[config.mk]
export PLATFORM = sky130hd
export DESIGN_NAME = halflife_ctrl
export DESIGN_NICKNAME = d
export VERILOG_FILES = /design/src/rtl/halflife_ctrl.sv
export SDC_FILE = /design/constraint.sdc
export NUM_CORES = 1
export LEC_CHECK = 0
export CORE_UTILIZATION = 23
export DETAILED_ROUTE_END_ITERATION = 8
export GPL_ROUTABILITY_DRIVEN = 0
export PLACE_DENSITY = 0.52
export REMOVE_ABC_BUFFERS = 1
export SETUP_SLACK_MARGIN = 0.1
export SYNTH_ARGS = -nofsm -noshare
export SYNTH_HDL_FRONTEND = slang
export SYNTH_SLANG_ARGS = --single-unit
[constraint.sdc]
create_clock -name clk -period 2.7 [get_ports clk]
set_input_delay 0.675 -clock clk [delete_from_list [all_inputs] [get_ports clk]]
set_output_delay 0.675 -clock clk [all_outputs]
set_load 0.005 [all_outputs]
[src/rtl/halflife_ctrl.sv]
// Half-life sequencer: loads the down-counter, then strobes one decrement per decay period
// until the counter's registered output reads zero, and then pulses done.
module halflife_ctrl #(
  parameter int N  = 4,
  parameter int PW = 8
) (
  input  logic          clk,
  input  logic          rst,
  input  logic          start,
  input  logic          abort,
  input  logic          pause,
  input  logic [N-1:0]  init_val,
  input  logic [PW-1:0] period,
  input  logic [N-1:0]  count_in,
  output logic          cnt_load,
  output logic [N-1:0]  cnt_in,
  output logic          cnt_down,
  output logic          cnt_up,
  output logic          busy,
  output logic          done
);

  typedef enum logic [1:0] {
    IDLE = 2'd0,
    LOAD = 2'd1,
    RUN  = 2'd2,
    DONE = 2'd3
  } state_t;

  localparam logic [PW-1:0] PMIN = PW'(2);

  state_t        state, state_nx;
  logic [PW-1:0] presc, presc_nx;
  logic [PW-1:0] period_r;
  logic [N-1:0]  init_r;
  logic [PW-1:0] period_clamped;
  logic          at_zero;
  logic          last_tick;

  assign period_clamped = (period < PMIN) ? PMIN : period;
  assign at_zero        = (count_in == '0);
  assign last_tick      = (presc == period_r - 1'b1);

  // State register and run-parameter capture.
  always_ff @(posedge clk) begin
    if (rst) begin
      state    <= IDLE;
      presc    <= '0;
      period_r <= PMIN;
      init_r   <= '0;
    end else begin
      state <= state_nx;
      presc <= presc_nx;
      if (state == IDLE && start) begin
        init_r   <= init_val;
        period_r <= period_clamped;
      end
    end
  end

  // Next-state and prescaler update.
  always_comb begin
    state_nx = state;
    presc_nx = presc;
    unique case (state)
      IDLE: begin
        if (start) state_nx = LOAD;
      end
      LOAD: begin
        presc_nx = '0;
        state_nx = abort ? IDLE : RUN;
      end
      RUN: begin
        if (abort) begin
          state_nx = IDLE;
        end else if (at_zero) begin
          state_nx = DONE;
        end else if (!pause) begin
          presc_nx = last_tick ? '0 : presc + 1'b1;
        end
      end
      DONE: begin
        state_nx = IDLE;
      end
      default: begin
        state_nx = IDLE;
      end
    endcase
  end

  // Strobes are gated by this cycle's abort/pause/zero so a held counter never sees a stray down.
  always_comb begin
    cnt_load = 1'b0;
    cnt_in   = '0;
    cnt_down = 1'b0;
    cnt_up   = 1'b0;
    busy     = 1'b0;
    done     = 1'b0;
    unique case (state)
      LOAD: begin
        cnt_load = 1'b1;
        cnt_in   = init_r;
        busy     = 1'b1;
      end
      RUN: begin
        busy = 1'b1;
        if (!abort && !at_zero) begin
          if (pause) cnt_up = 1'b1;
          else       cnt_down = last_tick;
        end
      end
      DONE: begin
        done = 1'b1;
      end
      default: begin
      end
    endcase
  end

endmodule

# Word level (Yosys, flattened, before mapping)
# Index checks and enable logic that the tools add are counted.
[word_totals]
register_bits = 22
input_bits = 21
output_inout_bits = 9
wordCells = 47
[classes]
n_addsub = 2
n_lt_le_gt_ge = 1
eq_ne = 9
mux = 21
n_reduce_logical = 10
[op_table]
columns = ["cell", "count"]
rows = [
  ["$mux W8", 5],
  ["$pmux W8 S2", 1],
  ["$mux W1", 9],
  ["$add A8 B1 Y8 const B", 1],
  ["$eq A8 B8 Y1", 1],
  ["$lt A8 B2 Y1 const B", 1],
  ["$mux W2", 4],
  ["$ne A2 B2 Y1 const B", 4],
  ["$pmux W2 S4", 1],
  ["$sub A8 B1 Y8 const B", 1],
  ["$eq A2 B2 Y1 const B", 2],
  ["$logic_not A4 Y1", 1],
  ["$mux W4", 1],
  ["$reduce_and A4 Y1", 1],
  ["$ne A3 B3 Y1 const B", 1],
  ["$eq A2 B1 Y1 const B", 1],
  ["$logic_and A1 B1 Y1", 2],
  ["$logic_not A1 Y1", 2],
  ["$logic_not A2 Y1", 1],
  ["$reduce_and A2 Y1", 1],
  ["$reduce_bool A2 Y1", 1],
  ["$reduce_or A2 Y1", 1],
]

# Depth between registers and ports, before layout
# Gate-level depths: netlist of run 1.
[logic_depth]
word_depth = 7
depth_mapped = 9
ltp_nobuf = 8

# Worst setup path before layout of run 1
# No wires, ideal clock.
[synth_timing]
path_kind = "register -> output"
from = "register period_r[0]"
to = "output cnt_down"
t_arrival_ns = 1.790
required_time_ns = 2.025
slack_ns = 0.235
stages_incl_launch_ff = 7
path_buffers = 0
path_cell_list = "dfxtp_1 inv_1 ha_1 or3b_4 a2111oi_4 nand3_2 a211oi_4"
[synth_between]
elab_chain_cells = 5
[synth_rtl]
columns = ["element", "line_no", "source"]
rows = [
  ["start: declaration", "34", "logic [PW-1:0] period_r;"],
  ["start signal: assignment", "56", "period_r <= period_clamped;"],
  ["$sub A8 B1 Y8", "42", "assign last_tick = (presc == period_r - 1'b1);"],
  ["$eq A8 B8 Y1", "42", ""],
  ["$mux W1", "108", "if (pause) cnt_up = 1'b1;"],
  ["$mux W1", "107", "if (!abort && !at_zero) begin"],
  ["$mux W1", "99", "unique case (state)"],
  ["end: declaration", "17", "output logic cnt_down,"],
]
# Every way passes these cells.

# Worst setup path in the final report of run 1
# Same ends and word-level chain as after synthesis.

==> summary.md, run 1 <==
• required time worst endpoint: 2030 ps
• TritonCTS clock tree: built
• via count of the first global-routing pass: 1,145
• cell area after technology mapping: 1280 um^2
• input/output buffers: 29
• post-synthesis async set-or-reset flop share: 0%
• library cells used by synthesis: 34
• power share of the sequential group: 47.4%
• setup clock skew after layout: 4.33 ps
• instance count after placement with tap cells included: 266
• number of max-capacitance violations reported: 0
• average vias per placed instance: 4.36
• total number of placement rows: 26
• number of flops mapped to enable cells by yosys: 0
• residual overflow from global routing: 0
• proportion of synthesized chip area in sequential cells: 34.4%
• power per cell area: 396 nW/um^2
• gate count after technology mapping: 153
• Sw Pwr: 0.205 mW
• number of filler cells placed in the layout: 570
• CP max stage cell: sky130_fd_sc_hd__or3b_4
• synthesized flop and latch total: 22
• final hold vios: 0
• Top Family by Delay on Critical Path: simple AND/OR/NAND/NOR gates
• cells along the critical path: inv_2 -> ha_4 -> or3b_4 -> a2111oi_4 -> nand3_2 -> a211oi_4 -> buf_2
• fraction of layout cells with a size suffix above 1: 19.0%
• Mean Syn Cell Area: 8.36 um^2
• area added between synthesis and finish: 46.2%
• switching portion of total power: 27.7%
• pin count of the biggest net entering global routing: 17
• number of nets still failing antenna checks after routing: 0
• actual slew at the worst max-slew pin: 398 ps
• antenna violations before repair: 0
• total track usage: 10.9%
• # hold bufs at CTS: 0
• detailed placer's ending HPWL: 2300 um
• drt first-iter violations: 32
• number of buffers created by CTS: 3
• worst voltage drop across the vdd grid: 190 uV
• internal power consumption: 0.535 mW
• width of the chip: 76.6 um
• area of the die: 5860 um^2
• CTS root buffer: sky130_fd_sc_hd__clkbuf_8
• dominant register cell in the synthesized netlist: sky130_fd_sc_hd__dfxtp_1
• Initial DRT Pass Iterations: 4
• final std cells w/o fill: 270
• number of antenna diodes: 0
• ratio of final minimum period to clock period: 99.0%
• setup TNS: 0 ps
• CP endpoint kind: output pin
• share of total power in the clock network: 27.8%
• total clock sinks: 22
• floorplan core area: 5240 um^2
• number of warnings issued by yosys: 0
• tightest slew margin relative to the limit: 73.1%
• Chip Height: 76.6 um
• via count: 1,176
• worst setup slack after layout: 26.1 ps
• first-pass GRT wire length: 5180 um
• Gate power share: 24.8%
• longest individual stage delay on the worst path: 400 ps
• starting utilization of the core area: 24.4%
• final layout net count: 230
• Max clock buf depth: 2
• outcome: completed
• overall power: 0.740 mW
• Worst setup SP type: register
• worst slack at placement: -411 ps
• drt wl/cell: 11.1 um
• classification of the worst-slack hold path: register to register
• time the worst path needs with I/O delays and setup: 2670 ps
• CTS H-tree depth: 1
• Final setup violation count: 0
• source-to-sink clock delay at the later pin of the worst-skew pair: 260 ps
• Total Wirelength: 3000 um
• I/O Pins: 30
• Worst Setup Path Type: register to output pin
• worst hold slack: 454 ps
• number of remaining DRC errors: 0
• max-slew violation count: 0
• highest clock frequency the design can meet: 374 MHz
• leakage component of the power: 0.721 nW
• RSZ-0062 raised after global routing: yes
• buffering stage count on the worst path with inverters included: 2
• Arr. time, crit path: 2000 ps
• maximum fanout along the worst path: 2
• clock slew at the register clock pins of the worst setup and hold paths: 70 ps
[final timing paths]
check | endpoint | startpoint | cells past startpoint | slack, ps
worst max register to register | presc[6] | state[0] | 9 | 730
worst min-delay path | init_r[1] | init_r[1] | 2 | 450
worst min register to register | init_r[1] | init_r[1] | 2 | 450
worst max-delay path | cnt_down | period_r[0] | 7 | 30
[power by group through the flow]
stage          clock network [mW]  registers, mW  logic (mW)
2_1_floorplan                   0          0.358      0.0903
3_3_place_gp                    0          0.357       0.179
3_5_place_dp                    0          0.357       0.178
4_1_cts                     0.211          0.350       0.185
5_1_grt                     0.229          0.353       0.205
6_report                    0.206          0.351       0.183
[final cells by class]
| cell class | count | area [um^2] | share of cell area (%) |
|---|---|---|---|
| Multi-Input combinational cell | 120 | 845 | 45.2 |
| Timing Repair Buffer | 48 | 427 | 22.8 |
| Clock buffer | 3 | 41.3 | 2.21 |
| Sequential cell | 22 | 443 | 23.7 |
| Tap cell | 70 | 87.6 | 4.69 |
| Inverter | 7 | 26.3 | 1.41 |
[cells by family (layout without fill, tap and decap cells)]
logic type	after synthesis	after routing	synth area share, %
flops	22	22	34.4
fa+ha+maj	7	7	6.85
compound gates	27	27	15.4
buf+inv	11	58	3.23
simple gates	71	71	29.8
xor+xnor	15	15	10.3
[metrics by stage]
stage,area [um^2],util (%)
final,1870,35.7
after global routing,1870,35.7
after CTS,1870,35.6
after detailed placement,1780,33.9
after global placement,1780,33.9
after floorplan,1260,-
[cells in the mapped netlist, types with 2 or more instances]
cell type,instances,area share (%)
sky130_fd_sc_hd__nand2_1,23,6.8
sky130_fd_sc_hd__dfxtp_1,22,34
sky130_fd_sc_hd__a21oi_1,13,5.1
sky130_fd_sc_hd__xor2_1,9,6.2
sky130_fd_sc_hd__ha_1,7,6.8
sky130_fd_sc_hd__inv_1,7,2.1
sky130_fd_sc_hd__nor3_1,7,2.7
sky130_fd_sc_hd__and2_1,6,2.9
sky130_fd_sc_hd__nor2_1,6,1.8
sky130_fd_sc_hd__xnor2_1,6,4.1
sky130_fd_sc_hd__nand3_1,5,2.0
sky130_fd_sc_hd__clkbuf_1,4,1.2
sky130_fd_sc_hd__nand2b_1,4,2.0
sky130_fd_sc_hd__nor2b_1,3,1.5
sky130_fd_sc_hd__o21ai_0,3,1.2
sky130_fd_sc_hd__a211oi_1,2,1.2
sky130_fd_sc_hd__and3_1,2,0.98
sky130_fd_sc_hd__and4_1,2,1.4
sky130_fd_sc_hd__nand3b_1,2,1.2
sky130_fd_sc_hd__nand4_1,2,0.98
sky130_fd_sc_hd__o211ai_1,2,1.2
sky130_fd_sc_hd__o22ai_1,2,0.98
sky130_fd_sc_hd__o41ai_1,2,1.4
sky130_fd_sc_hd__or3_1,2,0.98
[flip-flops by register name, indices dropped and copies added, names as in the netlist]
name and count:
period_r 8, presc 8, init_r 4, state 2
[worst register-to-register path: stages, from the launching register on]
cell and delay [ps]:
sky130_fd_sc_hd__dfxtp_1 320, sky130_fd_sc_hd__inv_1 100, sky130_fd_sc_hd__ha_1 240, sky130_fd_sc_hd__nand2b_4 70
sky130_fd_sc_hd__or3_4 400, sky130_fd_sc_hd__buf_4 160, sky130_fd_sc_hd__nand2_1 160, sky130_fd_sc_hd__nand3_1 120
sky130_fd_sc_hd__xor2_1 150, sky130_fd_sc_hd__nor3_1 170
[layout by cell type, fill, tap and decap left out, drive strengths merged]
master and instances:
nand4 2, a211oi 3, and2 6, clkbuf 3, nand4b 1, nor3 8, xor2 9, or3b 1
ha 7, o21ai 3, buf 20, dlymetal6s2s 1, dlygate4sd2 3, xnor2 6, clkdlybuf4s50 24, a21oi 13
nor4 1, o41ai 2, nor3b 1, and4 2, nand2b 4, and3 2, or4 1, or3 2
nand3 6, nand2 23, o22ai 2, o2111ai 1, o211ai 2, nor2 6, nand3b 2, inv 7
nor2b 3, dfxtp 22, a2111oi 1
[routing by layer]
layer	vias up	part of all wire [%]	track usage (%)	wire length, um
li1	625	-	-	-
met1	527	50	14.3	1490
met2	20	46	17.5	1390
met3	4	2.9	1.80	86
met4	0	1.3	4.42	38
met5	-	0	0	0
[timing repair]
| item | CTS | global route |
|---|---|---|
| endpoints found under the setup margin | 2 | 2 |
| resized for setup | 18 | 2 |
| gates cloned | 0 | 0 |
| buffers inserted | 1 | 0 |
| pin swaps | 6 | 2 |
No activity file was read; power rests on OpenSTA's default activity.
==> run 2: changes to the inputs <==
--- a/config.mk
+++ b/config.mk
@@ -7,10 +7,12 @@
 export LEC_CHECK = 0
 export CORE_UTILIZATION = 23
 export DETAILED_ROUTE_END_ITERATION = 8
+export DONT_BUFFER_PORTS = 1
 export GPL_ROUTABILITY_DRIVEN = 0
-export PLACE_DENSITY = 0.52
+export PLACE_DENSITY = 0.45
 export REMOVE_ABC_BUFFERS = 1
 export SETUP_SLACK_MARGIN = 0.1
 export SYNTH_ARGS = -nofsm -noshare
 export SYNTH_HDL_FRONTEND = slang
 export SYNTH_SLANG_ARGS = --single-unit
+export TNS_END_PERCENT = 5
==> run 2 against run 1 <==
Effect of this change: wire length rose by 0.33%; clock skew rose by 4.1 ps; clock power rose by 55%; largest cell class unchanged; via count fell by 11%; die area did not move; critical path type unchanged.
==> summary.md, run 2 (same netlist as run 1, synthesis figures left out) <==
• total clock sinks: 22
• Total Wirelength: 3010 um
• cells along the critical path: inv_2 -> ha_4 -> or3b_4 -> a2111oi_4 -> nand3_2 -> a211oi_4
• detailed placer's ending HPWL: 2320 um
• CP endpoint kind: output pin
• TritonCTS clock tree: built
• leakage component of the power: 0.514 nW
• CP max stage cell: sky130_fd_sc_hd__or3b_4
• number of antenna diodes: 0
• worst setup slack after layout: 128 ps
• residual overflow from global routing: 0
• longest individual stage delay on the worst path: 400 ps
• GR met2 Demand/Resource: 17.8%
• Util after Layout: 27.8%
• Arr. time, crit path: 1900 ps
• area added between synthesis and finish: 14.0%
• CTS H-tree depth: 1
• # hold bufs at CTS: 0
• met1 Track Usage GR: 13.5%
• input/output buffers: 0
• clock slew at the register clock pins of the worst setup and hold paths: 90 ps
• number of nets still failing antenna checks after routing: 0
• register area: 443 um^2
• number of buffers created by CTS: 3
• width of the chip: 76.6 um
• first-pass GRT wire length: 5110 um
• leading cell types in the layout, fill and taps excluded: sky130_fd_sc_hd__nand2_1, sky130_fd_sc_hd__dfxtp_1, sky130_fd_sc_hd__a21oi_1
• Max clock buf depth: 2
• endpoint of the lowest-slack register-to-register path: presc[6]
• worst hold slack: 453 ps
• worst slack at placement: 198 ps
• Worst setup SP type: register
• RSZ-0062 raised after global routing: yes
• leading cell type in the layout, fill and taps excluded: sky130_fd_sc_hd__nand2_1
• number of remaining DRC errors: 0
• ratio of final minimum period to clock period: 95.3%
• final hold vios: 0
• worst setup slack for register-to-register paths: 710 ps
• number of filler cells placed in the layout: 570
• met3 capacity usage during global routing: 3.47%
• tightest slew margin relative to the limit: 68.2%
• source-to-sink clock delay at the later pin of the worst-skew pair: 270 ps
• number of max-capacitance violations reported: 0
• pin count of the biggest net entering global routing: 18
• worst r2r path cells: 8
• outcome: completed
• worst voltage drop across the vdd grid: 167 uV
• I/O Pins: 30
• setup clock skew after layout: 8.45 ps
• power per cell area: 542 nW/um^2
• Worst Setup Path Type: register to output pin
• post-route design area: 1460 um^2
• required time worst endpoint: 2030 ps
• via count: 1,052
• Hold Path Origin: init_r[3]
• largest registers: period_r: 8 flops, presc: 8 flops, init_r: 4 flops
• sink of the worst hold path: init_r[3]
• Placed Area: 1360 um^2
• highest clock frequency the design can meet: 389 MHz
• CTS root buffer: sky130_fd_sc_hd__clkbuf_8
• total track usage: 10.9%
• max-slew violation count: 0
• area of combinational cells with multiple inputs: 815 um^2
• drt first-iter violations: 39
• setup TNS: 0 ps
• maximum fanout along the worst path: 4
• area of the die: 5860 um^2
• time the worst path needs with I/O delays and setup: 2570 ps
• actual slew at the worst max-slew pin: 478 ps
• Chip Height: 76.6 um
• classification of the worst-slack hold path: register to register
• fraction of layout cells with a size suffix above 1: 11.0%
• floorplan core area: 5240 um^2
• final layout net count: 184
• drt wl/cell: 13.4 um
• busiest metal layer after global routing: met2
• Final setup violation count: 0
• starting utilization of the core area: 24.4%
• Initial DRT Pass Iterations: 4
• average vias per placed instance: 4.68
• cell count of the worst hold path: 2
• antenna violations before repair: 0
• total number of placement rows: 26
• Reg2Reg Launch Point: state[0]
• via count of the first global-routing pass: 1,041
==> run 2: worst max-delay path by stage <==
stage	startpoint	endpoint	slack, ps	cells past startpoint
floorplan	period_r[0]	cnt_down	230	6
global placement	period_r[0]	cnt_down	240	6
detailed placement	period_r[0]	cnt_down	200	6
CTS	period_r[0]	cnt_down	100	6
global route	period_r[0]	cnt_down	10	6
finish	period_r[0]	cnt_down	130	6
==> run 2: critical path, delay by kind of cell, from the launching register on <==
family / cells / cell delay (ps)
buf+inv: 1 / 70
simple gates: 2 / 550
flops: 1 / 350
compound gates: 2 / 530
fa+ha+maj: 1 / 140
==> run 2: routing by layer <==
metal / wire, um / part of all wire [%] / vias up
met4: 25 / 0.83 / 0
met3: 142 / 4.7 / 2
li1: - / - / 531
met2: 1410 / 47 / 19
met5: 0 / 0 / -
met1: 1440 / 48 / 500
==> run 2: area by class of cell <==
| class | instances | area share (%) |
|---|---|---|
| multi-input cells | 120 | 55.9 |
| flip-flops and latches | 22 | 30.4 |
| well taps | 70 | 6.01 |
| clock buffers | 3 | 2.83 |
| clock inverters | 1 | 2.06 |
| inverters | 7 | 1.80 |
| repair buffers | 2 | 1.03 |
==> run 2: what timing repair did <==
item / CTS / global route
setup endpoints to repair: 1 / 1
gates resized for setup: 7 / 0
buffers inserted: 1 / 0
pin swaps: 4 / 1
==> run 2: where the power goes <==
group          total (mW)  leakage [nW]  internal (mW)  switching, mW
registers           0.357         0.179          0.340         0.0171
clock network       0.320        0.0357          0.198          0.122
logic               0.113         0.298         0.0462         0.0665
==> run 2: stage by stage <==
step / cells / power [mW]
after detailed placement: 220 / 0.472
after floorplan: 149 / 0.449
final: 225 / 0.790
after global placement: 220 / 0.469
after CTS: 225 / 0.795
after global routing: 225 / 0.826
==> patch, RTL diff (config.mk and constraints of run 2) <==
Set the parameter `PW` to 4 (it was 8).
--- a/src/rtl/halflife_ctrl.sv
+++ b/src/rtl/halflife_ctrl.sv
@@ -2,7 +2,7 @@
 // until the counter's registered output reads zero, and then pulses done.
 module halflife_ctrl #(
   parameter int N  = 4,
-  parameter int PW = 8
+  parameter int PW = 4
 ) (
   input  logic          clk,
   input  logic          rst,
Interface: changed (resized period); port bits go from 30 to 26. No check against the original RTL was run, so the function may have changed too.
==> patch against run 2 <==
Non-clock buffer count decreased by 2; largest cell class unchanged; final area decreased by 36%; largest power group unchanged; count of clock-buffer cells in the layout is 1 higher; first-iteration DRC count down 59%; power decreased by 42%; clock skew shrank 6.6 ps; worst setup slack better by 130 ps; via count down 38%; area after synthesis fell by 34%; wire length down 43%; sequential cell count decreased by 8.
==> patch: results (changes against run 2) <==
status:
  status: "finished clean"
cts:
  cts_resized: 0  # -7
  clock_path_buffers: 2  # unchanged
  clk_pin_slew_ps: 90  # about the same
  cts_made_buffers: 3  # unchanged
  cts_root_buf: "clkbuf_4"
  clock_latency_ps: 280
  post_cts_buffers: 0  # -1
synthesis:
  synthMuxAreaShare_pct: 2.38  # +2.4 points
  synthTopCellsByArea: "dfxtp_1 33%, ha_1 10%, nand2_1 6.7%"
  synth_ff_type: "dfxtp_1"
  synth_xor_xnor_area_share_pct: 6.84  # -3.4 points
  yosysSeqAreaShare_pct: 33.3  # -1.2 points
  synth.top_cells.by_count: "15 x nand2_1, 14 x dfxtp_1, 7 x a21oi_1, 7 x ha_1"
  synth_adder_area_share_pct: 10.4  # +3.6 points
  synth_compound_area_share_pct: 14.6  # -0.80 points
  async_flop_share_pct: 0  # unchanged
  synth_cell_types: 32  # -5.9%
  syn_avg_cell_area_um2: 8.77  # +5.0%
drt:
  route.vias.total: 657  # -38%
  first_iter_violations: 16  # -59%
  vias_per_cell: 4.56  # -2.4%
  dr.pass1.iters: 4  # unchanged
  wirelength_um: 1720  # -43%
placed_design:
  pre_cts_slack_ps: 468  # +270 ps
  place_area_um2: 892  # -34%
  hpwl_um: 1330  # -43%
  placedCellCount: 140  # -36%
grt:
  grt_use_met2_pct: 15.5  # -2.3 points
  use_met3_pct: 4.20  # +0.72 points
  grt_pass1_wl_um: 3000  # -41%
  grt_max_degree: 15  # -3
  met1_usage_pct: 11.6  # -1.9 points
  grt_use_total_pct: 9.64  # -1.3 points
setup_path:
  timing.rr.end: "presc[2]$_SDFFE_PP0P_"
  path_max_fanout: 5  # +1
  worstPathArrival_ps: 1770  # -130 ps
  timing.reg2reg.worst_path_depth: 6  # -2
  max_stage_delay_ps: 410
  crit_path_end: "cnt_down"
  r2r_slack_ps: 1010  # +300 ps
  crit_start: "state[0]$_SDFFE_PP0P_"
  crit_slowest_cell: "or3_4"
power:
  vdd_drop_max_uv: 208  # +25%
  p_leak_nw: 0.346  # -33%
timing:
  setup_ws_ps: 254  # +126 ps
  clock_skew_ps: 1.84  # -6.60 ps
  slew_headroom_pct: 76.2  # +8.1 points
min_path:
  hold_path.class: "in2reg"
finish:
  nNetsFinal: 123  # -33%
  largestRegisters: "init_r: 4 flops, period_r: 4 flops, presc: 4 flops"
  drive_above_1_share_pct: 13.3  # +2.3 points
  nFillCells: 383  # -33%
patch: cell count changes after synthesis, moves of 3 or more:
cell	run 2	this run
dfxtp_1	22	14
nand2_1	23	15
nand2b_1	4	1
a21oi_1	13	7
xnor2_1	6	2
nor3_1	7	3
xor2_1	9	2
patch: metal layers:
| layer | part of all wire [%] | vias to the layer above |
|---|---|---|
| li1 | - | 337 |
| met1 | 47 | 295 |
| met2 | 45 | 25 |
| met3 | 8.0 | 0 |
| met4 | 0 | 0 |
| met5 | 0 | - |
patch: worst min path at each step:
stage | endpoint | cells past startpoint | start | slack (ps)
2_1_floorplan | init_r[0]$_SDFFE_PP0P_ | 2 | init_r[0]$_SDFFE_PP0P_ | 430
3_3_place_gp | init_r[0]$_SDFFE_PP0P_ | 2 | init_r[0]$_SDFFE_PP0P_ | 430
5_1_grt | init_r[1]$_SDFFE_PP0P_ | 1 | rst | 410
4_1_cts | init_r[1]$_SDFFE_PP0P_ | 1 | rst | 420
3_5_place_dp | init_r[0]$_SDFFE_PP0P_ | 2 | init_r[0]$_SDFFE_PP0P_ | 440
6_report | init_r[0]$_SDFFE_PP0P_ | 1 | rst | 440
patch: cell families after synthesis:
group                      Yosys count
muxes                                2
adders and majority gates            7
DFF                                 14
xor gates and xnor gates             5
buffers and inverters                8
and+or+nand+nor                     42
AOI/OAI and AO/OA                   18
patch: cell type report:
type	count	area (um2)	area share [%]
multi-input combinational	74	538	57.6
clock buffer	4	36.3	3.88
sequential	14	280	30.0
tap	46	57.6	6.16
inverter	6	22.5	2.41
patch: critical path: cells and delay by family (launching register included):
kind | cells | cell delay (ps)
fa+ha+maj | 1 | 240
buf+inv | 1 | 120
flops | 1 | 360
simple gates | 3 | 770
patch: report_power, final:
group / internal (mW) / switching [mW]
combinational: 0.0336 / 0.0407
clock: 0.0821 / 0.0743
sequential: 0.217 / 0.00822
total: 0.333 / 0.123
